### src/rtl/cpu_pkg.sv
// Shared pipeline types for the integer core: register address width,
// forwarding-mux select encoding and the per-stage destination record
// tracked by the hazard unit.
package cpu_pkg;

  localparam int REG_AW = 5;

  typedef logic [REG_AW-1:0] reg_addr_t;

  typedef enum logic [1:0] {
    FWD_REGFILE = 2'b00,
    FWD_WB      = 2'b01,
    FWD_EXMEM   = 2'b10
  } fwd_sel_t;

  typedef struct packed {
    logic      valid;
    reg_addr_t rd;
    logic      reg_write;
    logic      mem_read;
  } stage_info_t;

  // True when the stage will write register r. x0 is hardwired, so it never counts.
  function automatic logic stage_writes(stage_info_t s, reg_addr_t r);
    return s.valid && s.reg_write && (s.rd == r) && (r != '0);
  endfunction

endpackage

### src/rtl/fwd_hazard_unit_if.sv
// ID-stage request and hazard-control response bundle between the pipeline
// datapath (master) and fwd_hazard_unit (slave).
// Optional: FWD_WB_BYPASS_EN adds the ID read-port bypass selects.
interface fwd_hazard_unit_if;
  import cpu_pkg::*;

  logic      id_valid;
  reg_addr_t id_rs1;
  reg_addr_t id_rs2;
  logic      id_use_rs1;
  logic      id_use_rs2;
  reg_addr_t id_rd;
  logic      id_reg_write;
  logic      id_mem_read;
  logic      ex_branch_taken;
  logic      mem_busy;

  fwd_sel_t  forward_a;
  fwd_sel_t  forward_b;
  logic      pc_stall;
  logic      ifid_stall;
  logic      ifid_flush;
  logic      idex_bubble;
`ifdef FWD_WB_BYPASS_EN
  logic      wb_bypass1;
  logic      wb_bypass2;
`endif

  modport master (
    output id_valid, id_rs1, id_rs2, id_use_rs1, id_use_rs2,
    output id_rd, id_reg_write, id_mem_read, ex_branch_taken, mem_busy,
`ifdef FWD_WB_BYPASS_EN
    input  wb_bypass1, wb_bypass2,
`endif
    input  forward_a, forward_b, pc_stall, ifid_stall, ifid_flush, idex_bubble
  );

  modport slave (
    input  id_valid, id_rs1, id_rs2, id_use_rs1, id_use_rs2,
    input  id_rd, id_reg_write, id_mem_read, ex_branch_taken, mem_busy,
`ifdef FWD_WB_BYPASS_EN
    output wb_bypass1, wb_bypass2,
`endif
    output forward_a, forward_b, pc_stall, ifid_stall, ifid_flush, idex_bubble
  );

endinterface

### src/rtl/stage_shadow_reg.sv
// One shadow pipeline stage of destination-register info. Advances with the
// datapath when enabled; a bubble loads an all-zero (invalid) record.
module stage_shadow_reg
  import cpu_pkg::*;
(
  input  logic        clk,
  input  logic        rst_n,
  input  logic        en,
  input  logic        bubble,
  input  stage_info_t d,
  output stage_info_t q
);

  // Capture the upstream stage, a bubble, or hold while the pipeline is frozen.
  // NOTE: state registers use non-blocking (<=) so every stage samples the
  // pre-edge value of its neighbour; blocking here would collapse the chain.
  always_ff @(posedge clk or negedge rst_n) begin
    if (!rst_n) begin
      q <= '0;
    end else if (en) begin
      q <= bubble ? stage_info_t'('0) : d;
    end
  end

endmodule

### src/rtl/fwd_hazard_unit.sv
// EX operand-forwarding selects, load-use stall and branch-flush control for
// the 5-stage integer pipeline. Shadows EX/MEM/WB destination info in lockstep
// with the datapath and resolves the forwarding selects during ID.
// Optional: FWD_WB_BYPASS_EN enables the ID read-port bypass from WB.
module fwd_hazard_unit
  import cpu_pkg::*;
(
  input  logic               clk,
  input  logic               rst_n,
  fwd_hazard_unit_if.slave   bus
);

  stage_info_t id_info, ex_q, mem_q, wb_q;
  logic        advance;
  logic        load_use;
  logic        pc_stall, ifid_stall, ifid_flush, idex_bubble;
  fwd_sel_t    fwd_a_q, fwd_b_q;

  assign id_info = '{valid:     bus.id_valid,
                     rd:        bus.id_rd,
                     reg_write: bus.id_reg_write,
                     mem_read:  bus.id_mem_read};

  assign advance = !bus.mem_busy;

  // Youngest producer wins; a load in EX cannot forward yet, so it yields
  // REGFILE (the load-use stall then replaces this with a bubble anyway).
  function automatic fwd_sel_t next_sel(reg_addr_t r, logic used,
                                        stage_info_t ex, stage_info_t mem);
    if (!bus.id_valid || !used)  return FWD_REGFILE;
    if (stage_writes(ex, r))     return ex.mem_read ? FWD_REGFILE : FWD_EXMEM;
    if (stage_writes(mem, r))    return FWD_WB;
    return FWD_REGFILE;
  endfunction

  assign load_use = bus.id_valid && ex_q.mem_read &&
                    ((bus.id_use_rs1 && stage_writes(ex_q, bus.id_rs1)) ||
                     (bus.id_use_rs2 && stage_writes(ex_q, bus.id_rs2)));

  // Stall/flush priority: reset, memory wait, taken branch, load-use.
  // NOTE: every output gets a default before the if-chain so no path leaves
  // one unassigned and a latch is never inferred.
  always_comb begin
    pc_stall    = 1'b0;
    ifid_stall  = 1'b0;
    ifid_flush  = 1'b0;
    idex_bubble = 1'b0;
    if (!rst_n) begin
      // all controls stay low while reset is held
    end else if (bus.mem_busy) begin
      pc_stall   = 1'b1;
      ifid_stall = 1'b1;
    end else if (bus.ex_branch_taken) begin
      ifid_flush  = 1'b1;
      idex_bubble = 1'b1;
    end else if (load_use) begin
      pc_stall    = 1'b1;
      ifid_stall  = 1'b1;
      idex_bubble = 1'b1;
    end
  end

  stage_shadow_reg u_ex_shadow (
    .clk    (clk),
    .rst_n  (rst_n),
    .en     (advance),
    .bubble (idex_bubble),
    .d      (id_info),
    .q      (ex_q)
  );

  stage_shadow_reg u_mem_shadow (
    .clk    (clk),
    .rst_n  (rst_n),
    .en     (advance),
    .bubble (1'b0),
    .d      (ex_q),
    .q      (mem_q)
  );

  stage_shadow_reg u_wb_shadow (
    .clk    (clk),
    .rst_n  (rst_n),
    .en     (advance),
    .bubble (1'b0),
    .d      (mem_q),
    .q      (wb_q)
  );

  // Register the selects so they are valid the first cycle the consumer is in EX.
  always_ff @(posedge clk or negedge rst_n) begin
    if (!rst_n) begin
      fwd_a_q <= FWD_REGFILE;
      fwd_b_q <= FWD_REGFILE;
    end else if (advance) begin
      fwd_a_q <= idex_bubble ? FWD_REGFILE : next_sel(bus.id_rs1, bus.id_use_rs1, ex_q, mem_q);
      fwd_b_q <= idex_bubble ? FWD_REGFILE : next_sel(bus.id_rs2, bus.id_use_rs2, ex_q, mem_q);
    end
  end

  assign bus.forward_a   = fwd_a_q;
  assign bus.forward_b   = fwd_b_q;
  assign bus.pc_stall    = pc_stall;
  assign bus.ifid_stall  = ifid_stall;
  assign bus.ifid_flush  = ifid_flush;
  assign bus.idex_bubble = idex_bubble;

`ifdef FWD_WB_BYPASS_EN
  assign bus.wb_bypass1 = rst_n && bus.id_use_rs1 && stage_writes(wb_q, bus.id_rs1);
  assign bus.wb_bypass2 = rst_n && bus.id_use_rs2 && stage_writes(wb_q, bus.id_rs2);
`endif

  // The MEM load flag and the WB stage only matter for lockstep tracking
  // (and the optional bypass); collect them so they are not left dangling.
  logic unused_shadow_bits;
  assign unused_shadow_bits = ^{mem_q.mem_read, wb_q};

endmodule
### src/flat_wrapper.sv
// flat-port wrapper written by rule: the top's interface ports become plain ports
module fwd_hazard_unit_flat import cpu_pkg::*;
  (clk, rst_n, bus_id_valid, bus_id_rs1, bus_id_rs2, bus_id_use_rs1, bus_id_use_rs2, bus_id_rd, bus_id_reg_write, bus_id_mem_read, bus_ex_branch_taken, bus_mem_busy, bus_forward_a, bus_forward_b, bus_pc_stall, bus_ifid_stall, bus_ifid_flush, bus_idex_bubble);
  fwd_hazard_unit_if bus_i ();
  input  logic clk;
  input  logic rst_n;
  input wire logic [$bits(bus_i.id_valid)-1:0] bus_id_valid;
  input wire logic [$bits(bus_i.id_rs1)-1:0] bus_id_rs1;
  input wire logic [$bits(bus_i.id_rs2)-1:0] bus_id_rs2;
  input wire logic [$bits(bus_i.id_use_rs1)-1:0] bus_id_use_rs1;
  input wire logic [$bits(bus_i.id_use_rs2)-1:0] bus_id_use_rs2;
  input wire logic [$bits(bus_i.id_rd)-1:0] bus_id_rd;
  input wire logic [$bits(bus_i.id_reg_write)-1:0] bus_id_reg_write;
  input wire logic [$bits(bus_i.id_mem_read)-1:0] bus_id_mem_read;
  input wire logic [$bits(bus_i.ex_branch_taken)-1:0] bus_ex_branch_taken;
  input wire logic [$bits(bus_i.mem_busy)-1:0] bus_mem_busy;
  output wire logic [$bits(bus_i.forward_a)-1:0] bus_forward_a;
  output wire logic [$bits(bus_i.forward_b)-1:0] bus_forward_b;
  output wire logic [$bits(bus_i.pc_stall)-1:0] bus_pc_stall;
  output wire logic [$bits(bus_i.ifid_stall)-1:0] bus_ifid_stall;
  output wire logic [$bits(bus_i.ifid_flush)-1:0] bus_ifid_flush;
  output wire logic [$bits(bus_i.idex_bubble)-1:0] bus_idex_bubble;
  assign bus_i.id_valid = bus_id_valid;
  assign bus_i.id_rs1 = bus_id_rs1;
  assign bus_i.id_rs2 = bus_id_rs2;
  assign bus_i.id_use_rs1 = bus_id_use_rs1;
  assign bus_i.id_use_rs2 = bus_id_use_rs2;
  assign bus_i.id_rd = bus_id_rd;
  assign bus_i.id_reg_write = bus_id_reg_write;
  assign bus_i.id_mem_read = bus_id_mem_read;
  assign bus_i.ex_branch_taken = bus_ex_branch_taken;
  assign bus_i.mem_busy = bus_mem_busy;
  assign bus_forward_a = bus_i.forward_a;
  assign bus_forward_b = bus_i.forward_b;
  assign bus_pc_stall = bus_i.pc_stall;
  assign bus_ifid_stall = bus_i.ifid_stall;
  assign bus_ifid_flush = bus_i.ifid_flush;
  assign bus_idex_bubble = bus_i.idex_bubble;
  fwd_hazard_unit u_core (.clk(clk), .rst_n(rst_n), .bus(bus_i));
endmodule
### config.mk
export PLATFORM = sky130hd
export DESIGN_NAME = fwd_hazard_unit_flat
export DESIGN_NICKNAME = d
export VERILOG_FILES = /design/src/rtl/cpu_pkg.sv /design/src/rtl/fwd_hazard_unit_if.sv /design/src/rtl/stage_shadow_reg.sv /design/src/rtl/fwd_hazard_unit.sv /design/src/flat_wrapper.sv
export SDC_FILE = /design/constraint.sdc
export NUM_CORES = 1
export LEC_CHECK = 0
export BUFFER_PORTS_ARGS = -buffer_cell sky130_fd_sc_hd__buf_2
export CAP_MARGIN = 20
export CORE_MARGIN = 2
export CORE_UTILIZATION = 46
export DETAILED_ROUTE_END_ITERATION = 16
export PLACE_DENSITY_LB_ADDON = 0.15
export SLEW_MARGIN = 20
export SYNTH_ARGS = -nofsm -noshare
export SYNTH_HDL_FRONTEND = slang
export SYNTH_SLANG_ARGS = --single-unit
### constraint.sdc
create_clock -name clk -period 1.93 [get_ports clk]
set_input_delay 0.0965 -clock clk [delete_from_list [all_inputs] [get_ports clk]]
set_output_delay 0.0965 -clock clk [all_outputs]
set_load 0.02 [all_outputs]
* Yosys cells after proc, flatten, opt, wreduce, memory -nomap -nowiden
Cells that the tools add are included.
** Storage, ports and cells
- Register bits after elaboration :: 19
- Bits of input ports :: 24
- Output and inout port bits :: 8
- Logic and storage cells :: 79
** Cells by class
- Equal/unequal tests :: 4
- Multiplexer cells :: 44
- Reduce and logical (&&, ||, !) cells :: 22
** Operators by type and width (number)
- $mux 2 :: 15
- $mux 1 :: 28
- $eq 5x5->1 :: 4
- $logic_and 1x1->1 :: 14
- $reduce_bool 5->1 :: 2
- $mux 8 :: 1
- $logic_not 1->1 :: 3
- $logic_or 1x1->1 :: 3

* Logic depth before layout (Yosys ltp)
- Depth in word-level cells :: 13
- Mapped depth :: 6
- Mapped depth without buffers :: 5

* By module
From an unflattened synthesis, not the netlist that was laid out.
** Second synthesis, totals
- Cells, all modules :: 129
- Area, all modules :: 1198.6 sq um
** Modules (own cells, without submodules)
- stage_shadow_reg :: instances 2, cells an instance 33, area an instance 341.6 sq um, seq. area each 200.2 sq um
- fwd_hazard_unit :: instances 1, cells an instance 63, area an instance 515.5 sq um, seq. area each 100.1 sq um

* Worst setup path after synthesis
Ideal clock, no wire load.
- Kind :: register to register
- Start :: register u_core.u_ex_shadow.q[2] (netlist name)
- End :: register u_core.u_ex_shadow.q[0] (netlist name)
- Arrival time :: 1.697 ns
- Required time :: 1.772 ns
- Slack :: 0.075 ns
- Stages on the path, launching flop included :: 6
- Buffers on the path :: 0
- Period minus slack after synthesis :: 1.855 ns
- Path through :: dfrtp_1 > xor2_1 > nor4b_2 > or4b_1 > a211oi_2 > nor3_1
** On the way
- Cells in the longest elaborated chain, start to end :: 11
** RTL lines
- from (decl) :: RTL line stage_shadow_reg.sv:11 : output stage_info_t q
- from (signal assigned) :: RTL line stage_shadow_reg.sv:21 : q <= bubble ? stage_info_t'('0) : d;
- $eq 5x5->1 :: RTL line cpu_pkg.sv:25 : return s.valid && s.reg_write && (s.rd == r) && (r != '0);
- $logic_and 1x1->1 (2 in a row) :: RTL line cpu_pkg.sv:25
- $logic_and 1x1->1, on equally long branches :: RTL line fwd_hazard_unit.sv:37, fwd_hazard_unit.sv:38
- $logic_or 1x1->1 (*) :: RTL line fwd_hazard_unit.sv:37 : ((bus.id_use_rs1 && stage_writes(ex_q, bus.id_rs1)) ||
- $logic_and 1x1->1 (*) :: RTL line fwd_hazard_unit.sv:36 : assign load_use = bus.id_valid && ex_q.mem_read &&
- $mux 1 (*) :: RTL line fwd_hazard_unit.sv:56 : end else if (load_use) begin
- $mux 1 (*) :: RTL line fwd_hazard_unit.sv:53 : end else if (bus.ex_branch_taken) begin
- $mux 1 (*) :: RTL line fwd_hazard_unit.sv:50 : end else if (bus.mem_busy) begin
- $mux 1 (*) :: RTL line fwd_hazard_unit.sv:48 : if (!rst_n) begin
- $mux 8 (*) :: RTL line stage_shadow_reg.sv:21
Every way passes the cells marked *; elsewhere a longest branch is shown, timed or not.
A chain may end at the register's enable or synchronous reset.

* Worst setup path in the final report
- Start :: register u_core.u_ex_shadow.q[3] (netlist name)
- End :: output bus_ifid_stall
** On the way
- Cells in the longest elaborated chain, start to end :: 10
** RTL lines
- $eq 5x5->1 :: RTL line cpu_pkg.sv:25
- $logic_and 1x1->1 (2 in a row) :: RTL line cpu_pkg.sv:25
- $logic_and 1x1->1, on equally long branches :: RTL line fwd_hazard_unit.sv:37, fwd_hazard_unit.sv:38
- $logic_or 1x1->1 (*) :: RTL line fwd_hazard_unit.sv:37
- $logic_and 1x1->1 (*) :: RTL line fwd_hazard_unit.sv:36
- $mux 1 (*) :: RTL line fwd_hazard_unit.sv:56
- $mux 1 (*) :: RTL line fwd_hazard_unit.sv:53
- $mux 1 (*) :: RTL line fwd_hazard_unit.sv:50
- $mux 1 (*) :: RTL line fwd_hazard_unit.sv:48
- to (decl) :: RTL line flat_wrapper.sv:20 : output wire logic [$bits(bus_i.ifid_stall)-1:0] bus_ifid_stall;
Marks and branches as above.

==> impl_metrics.toml <==
[min_path]
hold_class = "in -> reg"

[power_and_ir_drop]
power_density_nw_per_um2 = 620
switching_share_pct = 31.1
seqPwrFrac_pct = 51.3
leakagePower_nw = 0.700
ir_worst_vdd_mv = 0.462
power_frac_comb_pct = 26.6
power_frac_clock_pct = 22.1
internal-power_uw = 644
power.switching_uw = 291

[synthesis]
syn_area_um2 = 1150
synth-simple-area-share_pct = 19.9
synth_top_cells_by_area = "dfrtp_1 (41%), xor2_1 (9.1%), mux2_2 (6.8%)"
synth-xor-area-share_pct = 15.2
synth_top_family_by_area = "simple AND/OR/NAND/NOR gates"
yosysMostFrequentCell = "dfrtp_1"
synth-seq-cells = 19
ys_top_cells_by_count = "dfrtp_1 (19), xor2_1 (12), nand2_1 (9), nor3_1 (8), xnor2_1 (8)"
syn_avg_cell_area_um2 = 10.4
ys_seq_area_share_pct = 41.3
synth_edf_count = 0
yosys_warnings = 0
synthDistinctLibCells = 32
yosysTopAreaCell = "dfrtp_1"
synthAdderAreaFrac_pct = 0
synth_top_area_share_pct = 41.3
synth-compound-area-share_pct = 8.70
async_flop_share_pct = 100
netlist_instances = 111
synthMuxAreaShare_pct = 12.9
synth_flop_cell = "dfrtp_1"
syn_nets = 135

[floorplanning]
die_x_um = 54.0
fp.dieArea_um2 = 2920
start_util_pct = 47.3
row_count = 18
ios = 32
die_h_um = 54.0
core_area_um2 = 2430

[detailed_routing]
drt_pass1_iterations = 4
drt-total-wl_um = 2890
drtAntennaViolNets = 0
routed-via-count = 1046
wl_per_cell_um = 15.3
drt-initial-drc-count = 11
routed_via_density = 5.53
drc_errors = 0

[sta]
clock_skew_ps = 0.744
hold-worst-slack_ps = 79.0
fin_crit_sh_pct = 112
max_clock_freq_mhz = 461
worst_slew_pin_slew_ps = 330
hold_viol = 0
slew_viol_final = 0
timing.final.ws_setup_ps = -238
setup_viol = 6
grt_setup_unrepaired = "yes"
slew_headroom_pct = 77.8
fin_crit_ps = 2170

[grt]
grt_pass1_wl_um = 4790
gr-usage-all-layers_pct = 23.4
grt_max_degree = 14
grt_pass1_vias = 1085
antenna_found_initial = 0
overflow = 0

[final_layout]
nets = 184
diodes = 0
drive_above_1_share_pct = 40.9
area.growth.synth_to_final_pct = 31.1
instances_no_fill = 189
fill_cells = 219

[critical_path]
cp_max_fo = 3
end_kind = "output pin"
crit_type = "reg -> out"
r2r_setup_slack_ps = -180
required_ps = 1830
cp.arrival_ps = 2070
startpoint_type = "flip-flop"

[cts]
htree_levels = 1
cts_made_buffers = 3
clk_pin_slew_ps = 110
cts_tree = "yes"
clkLatencyLatePin_ps = 300
cts-root-buf = "clkbuf_4"
cts.sinks = 19
clock_path_buffers = 2

[outcome]
violations = "setup timing"
status = "finished, violations left"

[placement]
gp_congestion = 0.912
dp_hpwl_um = 2180
placed_cells = 178
io_buffers = 31

[run]
maxCapViolations = 0
-- cell usage in the layout, fill, tap and decap left out, types with 3 or more instances in the layout --
master / n
xor2_1: 12
mux2_2: 7
dfrtp_1: 19
nor2_1: 3
nor3_1: 8
mux2i_1: 7
clkbuf_4: 3
a211oi_2: 4
buf_2: 28
o31ai_1: 4
buf_4: 18
nand2_1: 9
or4_1: 3
xnor2_1: 8
-- critical path, stage by stage (launching register included) --
cell,delay (ps)
dfrtp_1,410
xor2_1,170
nor4_2,380
nand4b_1,260
a211oi_2,250
o21a_1,160
buf_4,140
-- per-layer routing --
| layer | wire length (µm) | vias to the layer above | GRT usage [%] |
|---|---|---|---|
| met4 | 57 | 0 | 11.3 |
| met5 | 0 | - | 0 |
| met3 | 114 | 7 | 3.61 |
| li1 | - | 505 | - |
| met2 | 1550 | 25 | 42.5 |
| met1 | 1170 | 509 | 26.5 |
-- cells by family (layout without fill, tap and decap cells) --
family | Yosys count | after routing
AOI/OAI and AO/OA | 13 | 13
xor gates and xnor gates | 20 | 20
buffers and inverters | 5 | 53
DFF | 19 | 19
muxes | 14 | 14
and+or+nand+nor | 40 | 40
-- flip-flops by register name, indices dropped and copies added, names as in the netlist --
signal and count:
u_core.u_mem_shadow.q 7, u_core.u_ex_shadow.q 8, u_core.bus.forward_b 2, u_core.bus.forward_a 2
-- timing repair --
action / in CTS / in global routing
endpoints found under the hold margin: 19 / 0
setup endpoints to repair: 3 / 13
resized for setup: 8 / 0
pin swaps: 3 / 0
setup buffers: 5 / 1
hold buffers: 1 / 0
-- power groups by stage --
stage / clock, mW / combinational (mW) / sequential, mW
global placement: 0 / 0.230 / 0.486
CTS: 0.216 / 0.245 / 0.479
floorplan: 0 / 0.139 / 0.480
detailed placement: 0 / 0.234 / 0.487
finish: 0.207 / 0.249 / 0.479
global route: 0.228 / 0.276 / 0.484
-- worst paths after layout --
| path | startpoint | to | depth (start not counted) |
|---|---|---|---|
| setup / recovery | u_core.u_ex_shadow.q[3] | bus_ifid_stall | 6 |
| hold / removal | bus_id_rd[1] | u_core.u_ex_shadow.q[3] | 3 |
| setup reg to reg | u_core.u_ex_shadow.q[3] | u_core.bus.forward_a[0] | 8 |
| hold reg to reg | u_core.bus.forward_a[1] | u_core.bus.forward_a[1] | 2 |
| max in group asynchronous | rst_n | u_core.u_mem_shadow.q[6] | 3 |
| min in group asynchronous | rst_n | u_core.bus.forward_b[1] | 2 |
-- cell type report --
type                    count  area [µm²]  share of cell area [%]
multi-input cells          87         677                    44.9
well taps                  30        37.5                    2.49
flip-flops and latches     19         475                    31.5
inverters                   2        7.51                   0.498
clock buffers               4        26.3                    1.74
repair buffers             47         285                    18.9
-- through the flow --
| stage | utilization [%] | power (mW) | TNS [ps] | setup WS, ps | area (µm²) |
|---|---|---|---|---|---|
| floorplan | - | 0.619 | 0 | 74.6 | 1150 |
| global placement | 57.4 | 0.716 | 0 | 40.0 | 1400 |
| detailed placement | 57.4 | 0.720 | 0 | 13.8 | 1400 |
| CTS | 61.7 | 0.940 | -565 | -142 | 1500 |
| global route | 62.0 | 0.988 | -2280 | -376 | 1510 |
| finish | 62.0 | 0.935 | -1040 | -238 | 1510 |
No activity file was read; power rests on OpenSTA's default activity.
